### src/rtl/fifo_burst_reader.sv
// Read-side controller for the 256x32 synchronous FIFO: drains burst_len words
// and re-times them through a 4-entry skid buffer onto a valid/ready stream.
module fifo_burst_reader #(
  parameter int DATA_WIDTH = 32,
  parameter int RD_LATENCY = 1,
  parameter int LEN_WIDTH  = 16
) (
  input  logic                  clk,
  input  logic                  tb_rst,
  input  logic                  start,
  input  logic [LEN_WIDTH-1:0]  burst_len,
  output logic                  busy,
  output logic                  done,
  output logic                  fifo_rd_en,
  input  logic [DATA_WIDTH-1:0] fifo_rd_data,
  input  logic                  fifo_rd_empty,
  output logic                  m_valid,
  input  logic                  m_ready,
  output logic [DATA_WIDTH-1:0] m_data,
  output logic                  m_last,
  output logic [LEN_WIDTH-1:0]  rd_count
);

  typedef enum logic [1:0] {IDLE, RUN, DONE} state_t;

  state_t                state, state_nxt;
  logic [LEN_WIDTH-1:0]  issue_left, emit_left;
  logic [RD_LATENCY-1:0] pipe;
  logic [2:0]            inflight;
  logic [DATA_WIDTH-1:0] skid [4];
  logic [1:0]            wr_ptr, rd_ptr;
  logic [2:0]            occupancy;
  logic                  accept, push, pop;

  assign accept   = (state == IDLE) && start;
  assign push     = pipe[RD_LATENCY-1];
  assign pop      = m_valid && m_ready;
  assign inflight = 3'($countones(pipe));
  assign m_valid  = (occupancy != '0);
  assign m_data   = skid[rd_ptr];

  always_ff @(posedge clk or posedge tb_rst) begin
    if (tb_rst) state <= IDLE;
    else        state <= state_nxt;
  end

  always_comb begin
    state_nxt = state;
    unique case (state)
      IDLE:    if (start) state_nxt = (burst_len == '0) ? DONE : RUN;
      RUN:     if (pop && (emit_left == LEN_WIDTH'(1))) state_nxt = DONE;
      DONE:    state_nxt = IDLE;
      default: state_nxt = IDLE;
    endcase
  end

  // Credit covers words buffered plus words still in the read pipe,
  // so every issued read is guaranteed a skid slot on arrival.
  always_comb begin
    busy       = (state == RUN);
    done       = (state == DONE);
    fifo_rd_en = (state == RUN) && !fifo_rd_empty && (issue_left != '0) &&
                 (({1'b0, occupancy} + {1'b0, inflight}) < 4'd4);
    m_last     = m_valid && (state == RUN) && (emit_left == LEN_WIDTH'(1));
  end

  always_ff @(posedge clk or posedge tb_rst) begin
    if (tb_rst) begin
      issue_left <= '0;
      emit_left  <= '0;
      rd_count   <= '0;
      pipe       <= '0;
      wr_ptr     <= '0;
      rd_ptr     <= '0;
      occupancy  <= '0;
      skid       <= '{default: '0};
    end else begin
      pipe <= RD_LATENCY'({pipe, fifo_rd_en});
      if (accept) begin
        issue_left <= burst_len;
        emit_left  <= burst_len;
        rd_count   <= '0;
      end else begin
        if (fifo_rd_en) issue_left <= issue_left - LEN_WIDTH'(1);
        if (pop) begin
          emit_left <= emit_left - LEN_WIDTH'(1);
          rd_count  <= rd_count + LEN_WIDTH'(1);
        end
      end
      if (push) begin
        skid[wr_ptr] <= fifo_rd_data;
        wr_ptr       <= wr_ptr + 2'd1;
      end
      if (pop) rd_ptr <= rd_ptr + 2'd1;
      unique case ({push, pop})
        2'b10:   occupancy <= occupancy + 3'd1;
        2'b01:   occupancy <= occupancy - 3'd1;
        default: occupancy <= occupancy;
      endcase
    end
  end

endmodule
### config.mk
export PLATFORM = sky130hd
export DESIGN_NAME = fifo_burst_reader
export DESIGN_NICKNAME = d
export VERILOG_FILES = /design/src/rtl/fifo_burst_reader.sv
export SDC_FILE = /design/constraint.sdc
export NUM_CORES = 1
export LEC_CHECK = 0
export ABC_CLOCK_PERIOD_IN_PS = 5600
export BUFFER_PORTS_ARGS = -buffer_cell sky130_fd_sc_hd__buf_4
export CAP_MARGIN = 25
export CORE_ASPECT_RATIO = 2
export CORE_MARGIN = 2
export CORE_UTILIZATION = 40
export CTS_CLUSTER_DIAMETER = 40
export DETAILED_ROUTE_END_ITERATION = 16
export PLACE_DENSITY = 0.68
export SYNTH_ARGS = -nofsm -noshare
export SYNTH_HDL_FRONTEND = slang
export SYNTH_SLANG_ARGS = --single-unit
### constraint.sdc
create_clock -name clk -period 5.6 [get_ports clk]
set_input_delay 0.56 -clock clk [delete_from_list [all_inputs] [get_ports clk]]
set_output_delay 0.56 -clock clk [all_outputs]
set_load 0.005 [all_outputs]
Yosys cells after proc, flatten, opt, wreduce, memory -nomap -nowiden. Cells that the tools add are included.

Register bits: 186. Input bits: 53. Output and inout port bits: 53. Word-level logic and storage cells: 68.

Add/sub/neg operators: 8. $lt $le $gt $ge: 4. Eq/ne operators: 7. Mux-type cells: 17. Bitwise logic cells: 2. Reductions and logical operators: 18.

Operators with widths (number): $bwmux W128 (1); $mux W16 (6); $mux W32 (3); $bmux W32 S2 (1); $demux W32 S2 (1); $sub A16 B1 Y16 const B (2); $add A16 B1 Y16 const B (1); $eq A16 B1 Y1 const B (1); $logic_not A16 Y1 (1); $reduce_bool A16 Y1 (1); $logic_and A1 B1 Y1 (9); $ge A3 B3 Y1 const B (2); $mux W2 (3); $not A2 Y3 (2); $pmux W3 S2 (1); $reduce_bool A2 Y1 (3); $add A2 B1 Y2 const B (2); $add A3 B1 Y4 (1); $eq A2 B1 Y1 const B (2); $eq A2 B2 Y1 const B (2); $lt A4 B3 Y1 const B (1); $pmux W2 S2 (1); $add A3 B1 Y3 const B (1); $lt A3 B1 Y1 const B (1); 7 further kinds (7).

Logic depth before layout (Yosys ltp). Gate-level depths: netlist of the first run.

Depth after elaboration: 6. Gate-level depth with buffers: 8.

Worst setup path after synthesis of the first run. No wires, ideal clock.

Kind: reg2out. Start: register emit_left[9]. End: output port m_last. Arrival time: 1728 ps. Data required time: 5040 ps. Setup slack: 3312 ps. Cell stages (with the launch flop): 6. Path buffers: 0. Path through: dfrtp_1 > or4_4 > nor4b_2 > nand3b_1 > or3b_1 > nor2b_1.

Longest elaborated chain between the ends: 2.

Ends and longest elaborated chain: start, declared (line 27) `logic [LEN_WIDTH-1:0] issue_left, emit_left;`; start signal, assigned (line 81) `emit_left <= burst_len;`; start signal, assigned (line 86) `emit_left <= emit_left - LEN_WIDTH'(1);`; $eq A16 B1 Y1 (line 64) `m_last = m_valid && (state == RUN) && (emit_left == LEN_WIDTH'(1));`; $logic_and A1 B1 Y1 (line 64); end, declared (line 20) `output logic m_last,`.

No other way between the ends.

Final worst setup path of the first run. Ends and elaborated chain as after synthesis.

==> results of run 1 <==
==> sequential cells by signal, indices dropped and copies added, names as in the netlist <==
name        flops
skid          128
emit_left      16
issue_left     16
rd_count       16
occupancy       3
rd_ptr          2
state           2
wr_ptr          2
pipe            1
==> stage by stage <==
| step | util [%] | area [um^2] | instances | setup WS, ps | total power [mW] |
|---|---|---|---|---|---|
| after floorplan | - | 8588 | 637 | 2647 | 3.799 |
| after global placement | 46.02 | 9673 | 990 | 3153 | 4.567 |
| after detailed placement | 46.04 | 9678 | 991 | 3154 | 4.642 |
| after CTS | 48.99 | 10300 | 1023 | 2654 | 5.928 |
| after global routing | 48.99 | 10300 | 1023 | 2535 | 6.230 |
| final | 48.99 | 10300 | 1023 | 2670 | 5.837 |
==> cells by family after synthesis <==
family / count (synthesis) / synth area share (%)
and+or+nand+nor: 145 / 8.920
muxes: 161 / 25.30
adders and majority gates: 10 / 1.545
AOI/OAI and AO/OA: 53 / 4.096
DFF: 186 / 54.22
buffers and inverters: 44 / 2.041
xor gates and xnor gates: 38 / 3.877
==> worst max-delay path: stages (launching register included) <==
cell,delay (ps)
dfrtp_1,390
or4_4,570
nor4b_2,230
nand3b_1,120
or3b_1,380
nor2b_1,130
buf_4,120
==> per-layer routing <==
metal  GRT usage [%]  vias up  share of wire, %
met2           32.55      128                56
li1                -     2529                 -
met3           3.949       39               3.5
met1           18.56     2820                37
met5               0        -                 0
met4           8.842        0               3.7
==> cells in the mapped netlist (all sizes together) (2+ instances only) <==
master,n
a21o,2
a21oi,10
a221o,2
and3,4
buf,19
clkbuf,10
dfrtp,186
ha,9
inv,15
mux2,128
mux4,32
nand2,41
nand3,12
nand3b,4
nand4,9
nor2,37
nor2b,3
nor3,11
nor3b,2
nor4,9
o211ai,5
o21ai,19
o311ai,6
or3,2
or3b,2
or4,4
xnor2,16
xor2,22
==> power groups by stage <==
stage | logic [mW] | registers (mW) | clock network (mW)
3_5_place_dp | 2.21 | 2.43 | 0
5_1_grt | 2.38 | 2.49 | 1.36
2_1_floorplan | 1.53 | 2.27 | 0
4_1_cts | 2.22 | 2.41 | 1.30
6_report | 2.17 | 2.41 | 1.26
3_3_place_gp | 2.17 | 2.40 | 0
==> cell type report <==
type,instances,area [um^2],area share (%)
clock buffer,21,460.4,4.471
timing repair buffer,114,865.8,8.407
sequential,186,4656,45.21
tap,269,336.6,3.268
inverter,15,60.06,0.5832
multi-input combinational,407,3760,36.51
clock inverter,11,160.2,1.555
==> cells in the final DEF (no fill, tap or decap), types with 7 or more instances in the layout <==
cell,synthesis,final
dfrtp_1,186,185
mux2_2,128,128
buf_4,1,112
nand2_1,40,40
nor2_1,37,37
mux4_2,32,32
xor2_1,22,22
o21ai_0,18,18
clkbuf_16,0,17
xnor2_1,16,16
inv_1,13,12
nand3_1,11,11
nor3_1,10,10
nand4_1,9,9
a21oi_1,9,9
ha_1,9,9
nor4_1,7,7
==> worst max path at each step <==
stage,slack (ps),start,depth (start not counted),end
floorplan,2650,tb_rst,1,emit_left[0]$_DFFE_PP0P_
global placement,3150,emit_left[4]$_DFFE_PP0P_,5,m_last
detailed placement,3150,rd_ptr[0]$_DFFE_PP0P_,3,m_data[25]
CTS,2650,emit_left[9]$_DFFE_PP0P_,6,m_last
global route,2530,issue_left[0]$_DFFE_PP0P_,7,fifo_rd_en
finish,2670,emit_left[9]$_DFFE_PP0P_,6,m_last
==> impl_metrics.toml, run 1 <==
[run_status]
status = "finished clean"

[clock_network]
cts_root_buf = "clkbuf_16"
cts_inserted_buffers = 17
path_clk_slew_ps = 70
htreeDepth = 4
cts_resized = 0
clk_latency_ps = 430
cts_sinks = 186
post_cts_buffers = 0
cts_hold_buf = 0
tritoncts = "built"
cts_buffer_depth = 2

[placement]
dp_hpwl_um = 12850
gp_congestion = 0.8665
io_buffers = 105

[timing]
finClkSkew_ps = 11.43
hold_viol = 0
hold-worst-slack_ps = 379.6
min_period_over_period_pct = 52.32
setup-tns-final_ps = 0
relSlewSlack_pct = 29.52
rsz0062_at_grt = "false"
setup_viol = 0
max_freq_mhz = 341.3
worst_pin_slew_ps = 1057
min_period_ps = 2930
timing.final.max_slew_violations = 0

[worst_setup_path]
timing.rr.start = "issue_left[0]$_DFFE_PP0P_"
cp_data_arrival_time_ps = 2370
critPathKind = "reg -> out"
end_kind = "primary output"
required_ps = 5040
path_max_fanout = 4
worstReg2RegEnd = "issue_left[10]$_DFFE_PP0P_"
startpoint_type = "register"
r2r_setup_slack_ps = 3210
r2r_cells = 8

[final_layout]
fillerInstances = 1886
fin_nets = 804
drive_gt1_share_pct = 42.57
syn2layout_area_growth_pct = 19.97
antennaDiodeCount = 0

[detailed_routing]
routedWlPerCell_um = 18.62
num_vias = 5516
drtIter0Drc = 203
vias_per_cell = 5.392
wirelength_um = 19050
first_pass_iters = 4
remaining_drc_errors = 0
postRouteAntennaNets = 0

[synth]
syn_area_per_cell_um2 = 13.48
synth.largest_area_cell = "dfrtp_1"
syn_inst = 637
synth.net_count = 700
yosysSeqAreaShare_pct = 54.22
yosysWarnings = 0
synth_edf_count = 0
synth-seq-cells = 186
async_flop_share_pct = 100.0
yosys-top-cells-area = "dfrtp_1 54%, mux2_2 17%, mux4_2 8.4%, xor2_1 2.2%, nand2_1 1.7%"
synth_area_um2 = 8584
synth_top_area_share_pct = 54.22
ys_types = 56
synth_ff_type = "dfrtp_1"

[grt]
grt_antenna_before_repair = 0
grt_pass1_vias = 5827
grt_pass1_wl_um = 30550
grt_overflow = 0
grt_max_degree = 187
grt_usage_pct = 17.73

[worst_hold_path]
hold_path_class = "in -> async"

[power_and_ir_drop]
p_switching_mw = 1.792
intPower_mw = 4.046
cellPowerDensity_nw_per_um2 = 566.8
p_clk_share_pct = 21.6
ir_drop_uv = 246.1
switching_share_pct = 30.69
p_leak_nw = 4.393
seq_power_share_pct = 41.2
p_comb_share_pct = 37.2

[floorplan]
die-area_um2 = 22720
initial_core_util_pct = 40.84
std_cell_rows = 75
die-width_um = 107.6
die_y_um = 211.2
core_um2 = 21020
io_pins = 106

[job]
drv_cap = 0
Note: power is estimated with default switching activity, not from simulation.
==> run 2, diff against run 1 <==
--- a/config.mk
+++ b/config.mk
@@ -5,7 +5,8 @@
 export SDC_FILE = /design/constraint.sdc
 export NUM_CORES = 1
 export LEC_CHECK = 0
-export ABC_CLOCK_PERIOD_IN_PS = 5600
+export ABC_AREA = 1
+export ABC_CLOCK_PERIOD_IN_PS = 2400
 export BUFFER_PORTS_ARGS = -buffer_cell sky130_fd_sc_hd__buf_4
 export CAP_MARGIN = 25
 export CORE_ASPECT_RATIO = 2
@@ -13,7 +14,7 @@
 export CORE_UTILIZATION = 40
 export CTS_CLUSTER_DIAMETER = 40
 export DETAILED_ROUTE_END_ITERATION = 16
-export PLACE_DENSITY = 0.68
+export PLACE_DENSITY = 0.67
 export SYNTH_ARGS = -nofsm -noshare
 export SYNTH_HDL_FRONTEND = slang
 export SYNTH_SLANG_ARGS = --single-unit
==> constraint.sdc (replaced) <==
create_clock -name clk -period 2.4 [get_ports clk]
set_input_delay 0.24 -clock clk [delete_from_list [all_inputs] [get_ports clk]]
set_output_delay 0.24 -clock clk [all_outputs]
set_load 0.005 [all_outputs]
==> run 2 against run 1 <==
Effect of this change: worst hold slack worse by 320 ps; first-iteration DRC count up 130%; synthesized cell count up 77%; largest power group is now combinational cells; global-route usage up 3.7 points; register-to-register slack worse by 2800 ps; count of clock-buffer cells in the layout unchanged; cell count up 47%; wire length up 25%; clock skew down 2.0 ps; highest routed layer unchanged; via count up 42%; sequential cell count unchanged.
==> impl_metrics.toml, run 2 <==
[job]
drv_cap = 0

[timing]
timing.final.max_slew_violations = 0
rsz0062_at_grt = "false"
min_period_ps = 2276
max_freq_mhz = 439.4
finClkSkew_ps = 9.459
worst_pin_slew_ps = 735.2
hold_viol = 0
setup_viol = 0
min_period_over_period_pct = 94.84
relSlewSlack_pct = 50.81

[detailed_routing]
first_pass_iters = 5
drtIter0Drc = 474
vias_per_cell = 5.184
postRouteAntennaNets = 0
num_vias = 7817
remaining_drc_errors = 0
wirelength_um = 23770
routedWlPerCell_um = 15.76

[synth]
synth.net_count = 1191
ys_types = 35
yosysMostFrequentCell = "nand2_1"
syn_area_per_cell_um2 = 8.022
yosys-top-cells-area = "dfrtp_1 51%, nand2_1 11%, o21ai_0 11%, nor2_1 6.2%, inv_1 3.0%"
synth-seq-cells = 186
yosysSeqAreaShare_pct = 51.44
yosysWarnings = 0
synth_top_area_share_pct = 51.44
synth_ff_type = "dfrtp_1"
synth_area_um2 = 9049
synth_edf_count = 0
synth.largest_area_cell = "dfrtp_1"
synthTopCellsByCount = "277 x nand2_1, 204 x o21ai_0, 186 x dfrtp_1"
async_flop_share_pct = 100.0
syn_inst = 1128

[grt]
grt_max_degree = 82
grt_overflow = 0
grt.busiest_layer = "met2"
grt_pass1_vias = 8096
use_met3_pct = 3.880
grt_usage_pct = 21.41
grt_pass1_wl_um = 39610
use_met2_pct = 39.69
grt_antenna_before_repair = 0
use_met1_pct = 23.24

[floorplan]
die_y_um = 216.7
die-area_um2 = 23910
std_cell_rows = 77
core_um2 = 22160
die-width_um = 110.4
io_pins = 106
initial_core_util_pct = 40.84

[power_and_ir_drop]
switching_share_pct = 39.29
seq_power_share_pct = 38.8
cellPowerDensity_nw_per_um2 = 1337
p_leak_nw = 5.259
p_comb_share_pct = 41.1
intPower_mw = 8.776
finalPower_mw = 14.46
p_clk_share_pct = 20.0
ir_drop_uv = 592.8
p_switching_mw = 5.681

[clock_network]
cts_resized = 0
cts_root_buf = "clkbuf_16"
htreeDepth = 4
cts_inserted_buffers = 17
path_clk_slew_ps = 70
tritoncts = "built"
clk_latency_ps = 440
cts_hold_buf = 1
cts_buffer_depth = 2
post_cts_buffers = 0
cts_sinks = 186

[final_layout]
fin_nets = 1282
drive_gt1_share_pct = 16.15
antennaDiodeCount = 0
final_cell_mix = "273 x nand2_1, 204 x o21ai_0, 185 x dfrtp_1"
layout_commonest_cell = "nand2_1"
syn2layout_area_growth_pct = 19.52
regMostFlops = "skid"
largest_reg_flops = 128
final_area_um2 = 10820

[worst_hold_path]
hold_path_class = "in -> reg"

[run_status]
status = "finished clean"

[worst_setup_path]
cp_data_arrival_time_ps = 2040
path_max_fanout = 21
cp_common_cell = "buf_4"
max_stage_delay_ps = 670
cp_slowest_cell = "dfrtp_1"
end_kind = "primary output"
worst-path-buf-inv = 2
startpoint_type = "register"
crit_family = "flip-flops"
crit_chain = "buf_4 -> o21ai_0 -> o22ai_1 -> buf_4"
required_ps = 2160
critPathKind = "reg -> out"

[placement]
dp_hpwl_um = 16430
place_area_um2 = 10200
gp_congestion = 0.9246
io_buffers = 105
-- run 2: cell types whose count changed in the layout (fill, tap and decap cells not counted), sizes merged, moves of 11 or more --
cell	previous run	this run
o21ai	19	214
inv	17	88
o22ai	1	32
nand2	41	289
buf	114	125
mux4	32	0
nand3	12	39
nor2	37	154
mux2	128	0
-- run 2: path summary, 6_finish.rpt --
| path | startpoint | endpoint | slack (ps) | cells after the start |
|---|---|---|---|---|
| setup / recovery | rd_ptr[1]$_DFFE_PP0P_ | m_data[27] | 120 | 4 |
| hold / removal | burst_len[1] | emit_left[1]$_DFFE_PP0P_ | 60 | 3 |
| max in group asynchronous | tb_rst | issue_left[4]$_DFFE_PP0P_ | 1200 | 5 |
| setup reg to reg | occupancy[0]$_DFFE_PP0P_ | occupancy[2]$_DFFE_PP0P_ | 410 | 10 |
| hold reg to reg | skid[81]$_DFFE_PP0P_ | skid[81]$_DFFE_PP0P_ | 480 | 2 |
| min in group asynchronous | tb_rst | skid[26]$_DFFE_PP0P_ | 340 | 3 |
-- run 2: power by group through the flow --
stage,sequential [mW],combinational [mW],clock (mW)
6_report,5.62,5.95,2.89
5_1_grt,5.81,6.83,3.09
4_1_cts,5.59,6.03,2.97
3_5_place_dp,5.64,6.00,0
3_3_place_gp,5.60,5.85,0
2_1_floorplan,5.35,3.95,0
-- run 2: cell families after synthesis --
group                    count (synthesis)  share of synthesized area, %
AO/OA/AOI/OAI                          269                         15.74
XOR/XNOR                                21                         2.033
adder cells (fa/ha/maj)                 10                         1.466
buffers and inverters                  138                         6.112
flip-flops                             186                         51.44
AND/OR/NAND/NOR                        504                         23.22
-- run 2: layout make-up --
| type | instances | area, um^2 |
|---|---|---|
| multi-input cells | 804 | 3851 |
| fillers | 2190 | 11340 |
| inverters | 84 | 324.1 |
| clock buffers | 21 | 470.5 |
| repair buffers | 126 | 1036 |
| flip-flops and latches | 186 | 4656 |
| clock inverters | 11 | 132.6 |
| well taps | 276 | 345.3 |
-- run 2: routing by layer --
layer	vias to the layer above	share of wire (%)
met5	-	0
met2	188	55
li1	3861	-
met4	0	2.4
met1	3735	39
met3	33	3.4
-- run 2: worst min-delay path: cells and delay by family --
family / cells / cell delay [ps]
buffers and inverters: 1 / 80
AO/OA/AOI/OAI: 1 / 70
AND/OR/NAND/NOR: 1 / 70
-- run 2: per-stage QoR --
stage	hold WS (ps)	util [%]	TNS, ps	setup slack (ps)	instances
4_1_cts	42.24	48.81	0	67.80	1508
6_report	61.76	48.81	0	123.9	1508
3_3_place_gp	251.8	46.04	0	470.4	1475
5_1_grt	71.42	48.81	0	28.78	1508
2_1_floorplan	380.3	-	-43250	-232.5	1128
3_5_place_dp	249.1	46.04	0	428.4	1475
==> run 3, diff against run 2 <==
--- a/config.mk
+++ b/config.mk
@@ -11,10 +11,10 @@
 export CAP_MARGIN = 25
 export CORE_ASPECT_RATIO = 2
 export CORE_MARGIN = 2
-export CORE_UTILIZATION = 40
+export CORE_UTILIZATION = 25
 export CTS_CLUSTER_DIAMETER = 40
 export DETAILED_ROUTE_END_ITERATION = 16
-export PLACE_DENSITY = 0.67
+export PLACE_DENSITY = 0.49
 export SYNTH_ARGS = -nofsm -noshare
 export SYNTH_HDL_FRONTEND = slang
 export SYNTH_SLANG_ARGS = --single-unit
==> run 3 against run 2 <==
Effect of this change: sequential cell count unchanged; power up 1.6%; sequential share of layout area fell by 0.94 points; non-clock buffer count is 3 lower; critical endpoint is now fifo_rd_en; critical path type unchanged; worst setup slack worse by 6.8 ps; die area is 58% higher; final area increased by 2.2%; global-route usage is 7.0 points lower; clock skew rose by 1.8 ps.
==> impl_metrics.toml, run 3 (same netlist as run 2, synthesis figures left out) <==
[run_status]
status = "finished clean"

[power_and_ir_drop]
p_comb_share_pct = 41.4
p_leak_nw = 5.262
switching_share_pct = 40.86
p_switching_mw = 6.003
seq_power_share_pct = 37.8
p_clk_share_pct = 20.7
finalPower_mw = 14.69
intPower_mw = 8.689
cellPowerDensity_nw_per_um2 = 1329
ir_drop_uv = 576.4

[final_layout]
syn2layout_area_growth_pct = 22.19
antennaDiodeCount = 0
layout_commonest_cell = "nand2_1"
fin_cells = 1679
final_cell_mix = "273 x nand2_1, 204 x o21ai_0, 185 x dfrtp_1"
final_area_um2 = 11060
regMostFlops = "skid"
drive_gt1_share_pct = 16.03
largest_reg_flops = 128
fin_nets = 1279

[timing]
setup_viol = 0
min_period_over_period_pct = 95.12
setup_ws_ps = 117.1
timing.final.max_slew_violations = 0
relSlewSlack_pct = 31.69
hold-worst-slack_ps = 76.37
max_freq_mhz = 438.0
min_period_ps = 2283
hold_viol = 0
finClkSkew_ps = 11.31
rsz0062_at_grt = "false"
worst_pin_slew_ps = 1021

[floorplan]
die-area_um2 = 37820
io_pins = 106
die_y_um = 273.1
initial_core_util_pct = 25.36
std_cell_rows = 98
core_um2 = 35680
die-width_um = 138.5

[detailed_routing]
postRouteAntennaNets = 0
first_pass_iters = 5
drtIter0Drc = 372
wirelength_um = 26410
vias_per_cell = 4.631
remaining_drc_errors = 0
routedWlPerCell_um = 15.73
num_vias = 7775

[worst_setup_path]
r2r_cells = 9
critPathKind = "reg -> out"
startpoint_type = "register"
end_kind = "primary output"
timing.rr.start = "occupancy[0]$_DFFE_PP0P_"
worstReg2RegEnd = "emit_left[11]$_DFFE_PP0P_"
r2r_setup_slack_ps = 260
path_max_fanout = 11
required_ps = 2160
cp_data_arrival_time_ps = 2040

[worst_hold_path]
hold-path-cell-count = 3
hold_end = "issue_left[2]$_DFFE_PP0P_"
hold_path_class = "in -> reg"
hp-start = "burst_len[2]"

[grt]
grt_pass1_vias = 7863
grt_antenna_before_repair = 0
grt_usage_pct = 14.40
grt_max_degree = 97
grt_pass1_wl_um = 42640
grt_overflow = 0

[placement]
placedCellCount = 1646
place_area_um2 = 10410
io_buffers = 105
dpl_worst_slack_ps = 299.9
dp_hpwl_um = 18300
gp_congestion = 0.8310

[clock_network]
htreeDepth = 4
clk_latency_ps = 450
cts_buffer_depth = 2
cts_resized = 0
tritoncts = "built"
cts_root_buf = "clkbuf_16"
cts_sinks = 186
path_clk_slew_ps = 80
cts_inserted_buffers = 17

[job]
drv_cap = 0
## run 3: cell count changes in the layout (fill, tap and decap cells not counted)
cell,change
inv_8,+5
clkbuf_1,-1
buf_4,-4
clkinv_2,-2
clkinv_4,-1
inv_6,-3
inv_12,+2
buf_12,+1
clkinv_8,+4
clkbuf_8,-3
bufinv_16,-1
## run 3: per-stage QoR
step | util, % | TNS (ps)
after floorplan | - | -43250
after global placement | 29.17 | 0
after detailed placement | 29.17 | 0
after CTS | 30.99 | 0
after global routing | 30.99 | 0
final | 30.99 | 0
## run 3: worst max path at each step
stage,slack (ps),end,start,cells past startpoint
6_report,120,fifo_rd_en,pipe$_DFF_PP0_,5
5_1_grt,10,fifo_rd_en,pipe$_DFF_PP0_,5
4_1_cts,60,fifo_rd_en,pipe$_DFF_PP0_,5
3_5_place_dp,300,emit_left[11]$_DFFE_PP0P_,occupancy[0]$_DFFE_PP0P_,9
3_3_place_gp,350,emit_left[11]$_DFFE_PP0P_,occupancy[0]$_DFFE_PP0P_,9
2_1_floorplan,-230,emit_left[0]$_DFFE_PP0P_,tb_rst,1
## run 3: what timing repair did
item,4_1_cts,5_1_grt
setup buffers,0,0
hold endpoints to repair,68,0
endpoints found under the setup margin,0,0
hold buffers,1,0
## run 3: per-layer routing
| metal | wire (um) | vias to the layer above | GRT usage, % |
|---|---|---|---|
| met5 | 0 | - | 0 |
| met4 | 1370 | 0 | 8.835 |
| met3 | 957 | 55 | 2.523 |
| met2 | 13850 | 164 | 26.51 |
| met1 | 10230 | 3701 | 15.14 |
| li1 | - | 3855 | - |
## run 3: power groups by stage
stage | combinational, mW | sequential [mW] | clock [mW]
global route | 6.98 | 5.75 | 3.30
global placement | 6.15 | 5.57 | 0
floorplan | 3.95 | 5.35 | 0
finish | 6.09 | 5.56 | 3.05
detailed placement | 6.22 | 5.60 | 0
CTS | 6.23 | 5.55 | 3.16
## run 3: cell type report
type	count	area [um^2]
tap	450	563.0
clock inverter	15	211.5
clock buffer	17	425.4
inverter	84	324.1
timing repair buffer	123	1026
multi-input combinational	804	3851
fill	3865	24620
sequential	186	4656
## run 3: worst max-delay path, cell delays in order, from the launching register on
cell,delay [ps]
dfrtp_1,510
a31oi_1,300
buf_4,200
nand3_4,130
inv_2,260
buf_4,170
